[src/rtl/game_state_ctrl_pkg.sv]
// Shared game constants, FSM state encoding and the score helper for game_state_ctrl.
// The optional score feature is enabled by defining GAME_SCORE_EN.
package game_state_ctrl_pkg;

   typedef enum logic [2:0] {
      ST_IDLE      = 3'd0,
      ST_PLAY      = 3'd1,
      ST_DYING     = 3'd2,
      ST_LEVEL_UP  = 3'd3,
      ST_GAME_OVER = 3'd4,
      ST_VICTORY   = 3'd5
   } game_state_t;

   localparam int TILE_SIZE           = 32;
   localparam int SCREEN_WIDTH        = 640;
   localparam int SCREEN_HEIGHT       = 480;
   localparam int DEFAULT_MAX_LEVEL   = 8;
   localparam int DEFAULT_START_LIVES = 3;
   localparam int DEFAULT_HOLD_FRAMES = 60;
   localparam int SCORE_MAX           = 999;

   // Adds level*10 to the score, saturating at SCORE_MAX.
   function automatic logic [9:0] score_add(input logic [9:0] score, input logic [3:0] level);
      logic [10:0] sum;
      sum = {1'b0, score} + (11'(level) * 11'd10);
      return (sum > 11'(SCORE_MAX)) ? 10'(SCORE_MAX) : sum[9:0];
   endfunction

endpackage

[src/rtl/game_state_ctrl_hold_timer.sv]
// Frame-tick counter for the freeze period after a death or a completed level.
// done pulses on the tick where the count reaches HOLD_FRAMES-1.
module game_state_ctrl_hold_timer #(
   parameter int HOLD_FRAMES = 60
) (
   input  logic clk,
   input  logic rst_n,
   input  logic clear,
   input  logic frame_tick,
   output logic done
);

   logic [7:0] count;

   always_ff @(posedge clk) begin
      if (!rst_n || clear) begin
         count <= 8'd0;
      end else if (frame_tick) begin
         count <= count + 8'd1;
      end
   end

   assign done = frame_tick & ~clear & (count == 8'(HOLD_FRAMES - 1));

endmodule

[src/rtl/game_state_ctrl.sv]
// Game flow FSM: start, play, death/respawn, level-up, game over and victory.
// Define GAME_SCORE_EN to add the saturating score output.
module game_state_ctrl
   import game_state_ctrl_pkg::*;
#(
   parameter int MAX_LEVEL   = DEFAULT_MAX_LEVEL,
   parameter int START_LIVES = DEFAULT_START_LIVES,
   parameter int HOLD_FRAMES = DEFAULT_HOLD_FRAMES
) (
   input  logic       clk,
   input  logic       rst_n,
   input  logic       frame_tick,
   input  logic       start_btn,
   input  logic       death_collision,
   input  logic       win_collision,
   output logic [3:0] current_level,
   output logic [1:0] lives,
   output logic       frog_reset,
   output logic       freeze,
   output logic       game_over,
   output logic       victory
`ifdef GAME_SCORE_EN
   ,
   output logic [9:0] score
`endif
);

   game_state_t state;
   logic        start_q;
   logic        start_rise;
   logic        hold_clear;
   logic        hold_done;

   assign start_rise = start_btn & ~start_q;
   assign hold_clear = (state != ST_DYING) && (state != ST_LEVEL_UP);

   game_state_ctrl_hold_timer #(
      .HOLD_FRAMES(HOLD_FRAMES)
   ) u_hold_timer (
      .clk       (clk),
      .rst_n     (rst_n),
      .clear     (hold_clear),
      .frame_tick(frame_tick),
      .done      (hold_done)
   );

   // Every transition sets freeze/game_over/victory together with the state so they stay registered.
   always_ff @(posedge clk) begin
      if (!rst_n) begin
         state         <= ST_IDLE;
         start_q       <= 1'b0;
         current_level <= 4'd0;
         lives         <= 2'd0;
         frog_reset    <= 1'b0;
         freeze        <= 1'b1;
         game_over     <= 1'b0;
         victory       <= 1'b0;
`ifdef GAME_SCORE_EN
         score         <= 10'd0;
`endif
      end else begin
         start_q    <= start_btn;
         frog_reset <= 1'b0;
         case (state)
            ST_IDLE, ST_GAME_OVER, ST_VICTORY: begin
               if (start_rise) begin
                  state         <= ST_PLAY;
                  current_level <= 4'd1;
                  lives         <= 2'(START_LIVES);
                  frog_reset    <= 1'b1;
                  freeze        <= 1'b0;
                  game_over     <= 1'b0;
                  victory       <= 1'b0;
`ifdef GAME_SCORE_EN
                  score         <= 10'd0;
`endif
               end
            end
            ST_PLAY: begin
               // Death has priority over a simultaneous win.
               if (frame_tick && death_collision) begin
                  state  <= ST_DYING;
                  lives  <= (lives != 2'd0) ? lives - 2'd1 : 2'd0;
                  freeze <= 1'b1;
               end else if (frame_tick && win_collision) begin
                  state  <= ST_LEVEL_UP;
                  freeze <= 1'b1;
`ifdef GAME_SCORE_EN
                  score  <= score_add(score, current_level);
`endif
               end
            end
            ST_DYING: begin
               if (hold_done) begin
                  if (lives == 2'd0) begin
                     state     <= ST_GAME_OVER;
                     game_over <= 1'b1;
                  end else begin
                     state      <= ST_PLAY;
                     frog_reset <= 1'b1;
                     freeze     <= 1'b0;
                  end
               end
            end
            ST_LEVEL_UP: begin
               if (hold_done) begin
                  if (current_level >= 4'(MAX_LEVEL)) begin
                     state   <= ST_VICTORY;
                     victory <= 1'b1;
                  end else begin
                     state         <= ST_PLAY;
                     current_level <= current_level + 4'd1;
                     frog_reset    <= 1'b1;
                     freeze        <= 1'b0;
                  end
               end
            end
            default: begin
               state  <= ST_IDLE;
               freeze <= 1'b1;
            end
         endcase
      end
   end

endmodule

[config.mk]
export PLATFORM = sky130hd
export DESIGN_NAME = game_state_ctrl
export DESIGN_NICKNAME = d
export VERILOG_FILES = /design/src/rtl/game_state_ctrl_pkg.sv /design/src/rtl/game_state_ctrl_hold_timer.sv /design/src/rtl/game_state_ctrl.sv
export SDC_FILE = /design/constraint.sdc
export NUM_CORES = 1
export LEC_CHECK = 0
export ABC_AREA = 1
export BUFFER_PORTS_ARGS = -buffer_cell sky130_fd_sc_hd__buf_2
export CORE_UTILIZATION = 59
export CTS_BUF_LIST = sky130_fd_sc_hd__clkbuf_4
export DETAILED_ROUTE_END_ITERATION = 10
export PLACE_DENSITY = 0.81
export REMOVE_ABC_BUFFERS = 1
export SLEW_MARGIN = 25
export SYNTH_ARGS = -nofsm -noshare
export SYNTH_HDL_FRONTEND = slang
export SYNTH_HIERARCHICAL = 1
export SYNTH_SLANG_ARGS = --single-unit
[constraint.sdc]
create_clock -name clk -period 2.3 [get_ports clk]
set_clock_uncertainty 0.1 [all_clocks]
set_input_delay 0.115 -clock clk [delete_from_list [all_inputs] [get_ports clk]]
set_output_delay 0.115 -clock clk [all_outputs]
set_load 0.01 [all_outputs]
Word level (Yosys, flattened, before mapping)
Cells that the tools add are included.

Register bits: 22. Input port bits: 6. Output and inout bits: 10.

$add $sub $neg: 3. $lt $le $gt $ge: 1. Equality and inequality tests: 17. Multiplexer cells: 36. Bitwise logic cells: 5. Reduce and logical (&&, ||, !) cells: 18.

Operators by type and width (number): 3-bit two-way mux (7); 1-bit two-way mux (16); 2-bit inequality test (second input constant) (8); 4-bit AND reduction (4); 4-bit two-way mux (3); 3-bit one-hot mux with 4 select lines (1); 8-bit by 1-bit adder with 8-bit output (second input constant) (1); 8-bit by 6-bit equality test with 1-bit output (second input constant) (1); 4-bit one-hot mux with 2 select lines (1); 2-bit nonzero test (4); 3-bit by 2-bit equality test with 1-bit output (second input constant) (2); 3-bit equality test (second input constant) (2); 2-bit two-way mux (3); 3-bit by 2-bit inequality test with 1-bit output (second input constant) (2); 6-bit AND reduction (1); 4-bit by 1-bit adder with 4-bit output (second input constant) (1); 4-bit greater-or-equal comparator (second input constant) (1); 1-bit one-hot mux with 2 select lines (2); 1-bit one-hot mux with 4 select lines (1); 2-bit one-hot mux with 2 select lines (1); 1-bit bitwise AND (3); 3-bit by 1-bit equality test with 1-bit output (second input constant) (1); 1-bit logical AND (3); 3-bit zero test (1); 9 further kinds (10).

Longest topological paths before layout
Depth in word-level cells: 7. Mapped depth: 13. Depth with buffers taken out: 13.

Hierarchy
Netlist, hierarchy kept.

By module, submodules not included: game_state_ctrl (instances 1, cells an instance 124, area each 830.8 µm², seq. area each 280.3 µm²); game_state_ctrl_hold_timer (instances 1, cells an instance 55, area each 386.6 µm², seq. area each 160.2 µm²).

Worst setup path before layout
Ideal clock, no wire load.

Path type: register -> register. Start: register state[1]. End: register state[0]. Setup time: 0.113 ns. Arrival: 1.542 ns. Data required time: 2.087 ns. Slack: 0.545 ns. Stages on the path, launching flop included: 14. Buffers on the path: 0. Clock period less this slack: 1.755 ns. Cell sequence: dfxtp_1 > inv_2 > nor2_1 > inv_1 > inv_1 > nand3b_1 > nor2_1 > inv_1 > nand2_2 > nand2_4 > nor2_2 > nand2_1 > nand2_1 > nor2_1.

Word-level cells in the longest chain between the ends: 7. Elaborated cells on any way between the ends: 19.

RTL lines: start: declaration (line game_state_ctrl.sv:28) `game_state_t state;`; start signal: assignment (line game_state_ctrl.sv:50) `state <= ST_IDLE;`; start signal: assignment (line game_state_ctrl.sv:67) `state <= ST_PLAY;`; start signal: assignment (line game_state_ctrl.sv:82) `state <= ST_DYING;`; 3-bit by 2-bit inequality test with 1-bit output (line game_state_ctrl.sv:35) `assign hold_clear = (state != ST_DYING) && (state != ST_LEVEL_UP);`; 1-bit logical AND (*) (line game_state_ctrl.sv:35); named net hold_clear (line game_state_ctrl.sv:31) `logic hold_clear;`; 1-bit inverter (*) (line game_state_ctrl_hold_timer.sv:23) `assign done = frame_tick & ~clear & (count == 8'(HOLD_FRAMES - 1));`; 1-bit bitwise AND (*) (2 in a row) (line game_state_ctrl_hold_timer.sv:23); named net hold_done (line game_state_ctrl.sv:32) `logic hold_done;`; 2-bit inequality test (no line); 4-bit AND reduction (no line) (*).

Mark *: on every way through the listed nets, which the timed path passes. The rest lies on a longest branch. A chain may end at the register's enable or synchronous reset.

Worst setup path in the final report
Same ends and word-level chain as after synthesis.

==> flow_summary_export.csv <==
group,metric,value,unit
outcome,outcome,"completed",
timing,timing.final.max_slew_violations,0,
setup_path,worst-path-max-fanout,6,
setup_path,start_kind,"register",
floorplan,fp.dieArea,2250,sq um
hold_path,hold_path_class,"primary input to register",
synthesis,synthDominantAreaCellType,"dfxtp_1",
timing,timing.final.setup_violations,0,
finish,fill_cells,178,
pwr,leakage,0.635,nW
synthesis,synth_edf_count,0,
synthesis,syn-instance-count,179,
cts,cts-root-to-sink-buffers,2,
pwr,power.density,1050,nW/um^2
cts,cts_tree,"yes",
floorplan,io_pins,16,
finish,final_layout_size_suffix_gt1_share,19.4,%
setup_path,worst-setup-path-type,"register to register",
finish,count_of_placed_standard_cells_in_the_final_layout_fillers_left_out,228,
timing,fin_tns_setup,0,ns
setup_path,worst-endpoint-required,2.43,ns
synthesis,syn_area_per_cell,6.80,sq um
synthesis,yosysWarningCount,6,
floorplan,floorplan.core_area,1940,sq um
setup_path,worstPathArrival,2.25,ns
drt,wl_final,2620,um
floorplan,placementRows,16,
cts,htreeDepth,1,
global_route,grtUsageTotal,24.9,%
placement,port_buffers,15,
placement,gp_routability_congestion,0.972,
synthesis,yosysTopAreaCellShare,36.2,%
drt,average_wire_per_cell_in_the_routed_design,11.5,um
timing,hold_slack,0.00475,ns
drt,route.vias.total,1199,
floorplan,die_h,47.4,um
timing,timing.fmax,472,MHz
timing,grt_setup_unrepaired,"no",
run,max_cap_viol_count,0,
global_route,grt_pass1_wl,3860,um
cts,post_cts.resized_instances,0,
global_route,number_of_antenna_violations_at_the_first_check_in_global_routing,0,
finish,mostFrequentLayoutCell,"nand2_1",
placement,hpwl,1920,um
cts,cts_setup_buffers,0,
finish,insertedDiodeCount,0,
timing,hold_viol,0,
drt,drc_errors,0,
global_route,first_global_vias,947,
synthesis,postSynthRegisterBits,22,
synthesis,yosysSeqAreaShare,36.2,%
finish,final_cell_mix,"38 x nand2_1, 23 x inv_1, 22 x nor2_1, 22 x dfxtp_1, 19 x nand3_1",
synthesis,ys.flop_type,"dfxtp_1",
finish,flow.area_growth_from_synthesis,15.7,%
cts,clock_pin_slew_on_the_worst_setup_and_hold_paths,0.13,ns
cts,clock_latency,0.32,ns
drt,drt_iter0_drc,48,
setup_path,timing.critical_path.to_type,"register",
global_route,global_route.overflow_total,0,
drt,drt-pass1-iter-count,5,
floorplan,start_util,62.7,%
setup_path,r2r_setup_slack,0.18,ns
synthesis,yosysUniqueCellTypes,20,
cts,cts_num_sinks,22,
timing,post-route-period-util,92.0,%
timing,worst_pin_slew,0.302,ns
synthesis,async_reset_ff_share,0,%
setup_path,critPathLaunch,"state[1]$_SDFFE_PN0P_",
synthesis,yosys-top-cells-area,"dfxtp_1 36%, nand2_1 12%, nand3_1 7.8%, a21oi_1 7.4%, inv_1 7.1%",
timing,final.min_clock_period,2.12,ns
hold_path,start_point_of_the_worst_min_delay_path,"frame_tick",
setup_path,critical_path.reg2reg.startpoint,"state[1]$_SDFFE_PN0P_",
drt,post_drt_via_cell_ratio,5.26,
global_route,grt_max_degree,14,
cts,cts-hold-fix-buffers,3,
synthesis,syn-cell-area,1220,sq um
placement,number_of_placed_instances_taps_included,221,
pwr,power,1.47,mW
cts,cts.root.buffer_cell,"clkbuf_4",
drt,postRouteAntennaNets,0,
finish,layout.nets,211,
timing,headroom_to_the_max_slew_limit,79.8,%
pwr,vdd_drop_max,0.791,mV
cts,cts_made_buffers,3,
floorplan,die_w,47.4,um
-- metrics by stage --
stage	worst slack, ns	util [%]	cell area, sq um
global route	0.0327	72.6	1410
detailed placement	0.326	68.3	1330
finish	0.183	72.6	1410
floorplan	0.545	-	1220
CTS	0.252	72.6	1410
global placement	0.454	68.3	1330
-- synth_stat cells (2+ instances only) --
library cell   n
nand2_1       38
nor2_4         3
dfxtp_1       22
nor2_2         3
o21ai_0        7
nand2_2        4
nand3_1       19
nor2_1        22
nor3_1         2
nand3_2        2
ha_1           3
inv_2          3
inv_1         23
nand3b_1       2
nand2_4        4
a21oi_1       18
-- report_power, final --
part | leakage, nW | switching [mW] | internal, mW
combinational | 0.427 | 0.406 | 0.227
sequential | 0.180 | 0.0850 | 0.451
clock | 0.0279 | 0.127 | 0.176
total | 0.635 | 0.618 | 0.855
-- layout make-up --
type	count	area (sq um)	share of cell area [%]
inverter	27	104	7.37
timing repair buffer	18	105	7.46
multi-input combinational	130	673	47.8
clock buffer	3	22.5	1.60
clock inverter	1	30.0	2.13
sequential	22	440	31.3
tap	27	33.8	2.40
-- sequential cells by signal, indices dropped and copies added (netlist names) --
name / cells
freeze: 1
state: 3
frog_reset: 1
victory: 1
current_level: 4
start_q: 1
lives: 2
game_over: 1
u_hold_timer/count: 8
-- critical path: stages, from the launching register on --
cell and delay, ns:
dfxtp_1 0.50, inv_2 0.13, nor2_1 0.23, inv_1 0.07, inv_1 0.07, nand3b_1 0.07
nor2_1 0.19, inv_1 0.11, nand2_2 0.11, nand2_4 0.08, nor2_2 0.17, nand2_1 0.08
nand2_1 0.06, nor2_1 0.04
-- worst paths after layout --
kind                                                           end  cells past startpoint
worst max-delay path                         state[0]$_SDFFE_PN0P_                     13
worst min-delay path            u_hold_timer/count[1]$_SDFFE_PP0P_                      2
worst max register to register               state[0]$_SDFFE_PN0P_                     13
worst min register to register                victory$_SDFFE_PN0P_                      2
-- cell families after synthesis --
group / after synthesis / synth area share (%)
adders and majority gates: 3 / 3.08
DFF: 22 / 36.2
xor gates and xnor gates: 1 / 0.720
buffers and inverters: 27 / 8.53
and+or+nand+nor: 100 / 40.6
AOI/OAI and AO/OA: 26 / 10.9
-- layer usage --
layer  GRT usage (%)  part of all wire (%)  routed length (um)  vias up
met1            29.0                    45                1170      532
li1                -                     -                   -      615
met4            9.14                   1.8                  46        0
met2            46.0                    49                1280       44
met3            3.40                   4.8                 127        8
met5               0                     0                   0        -
Power figures use the tool's default switching activity.
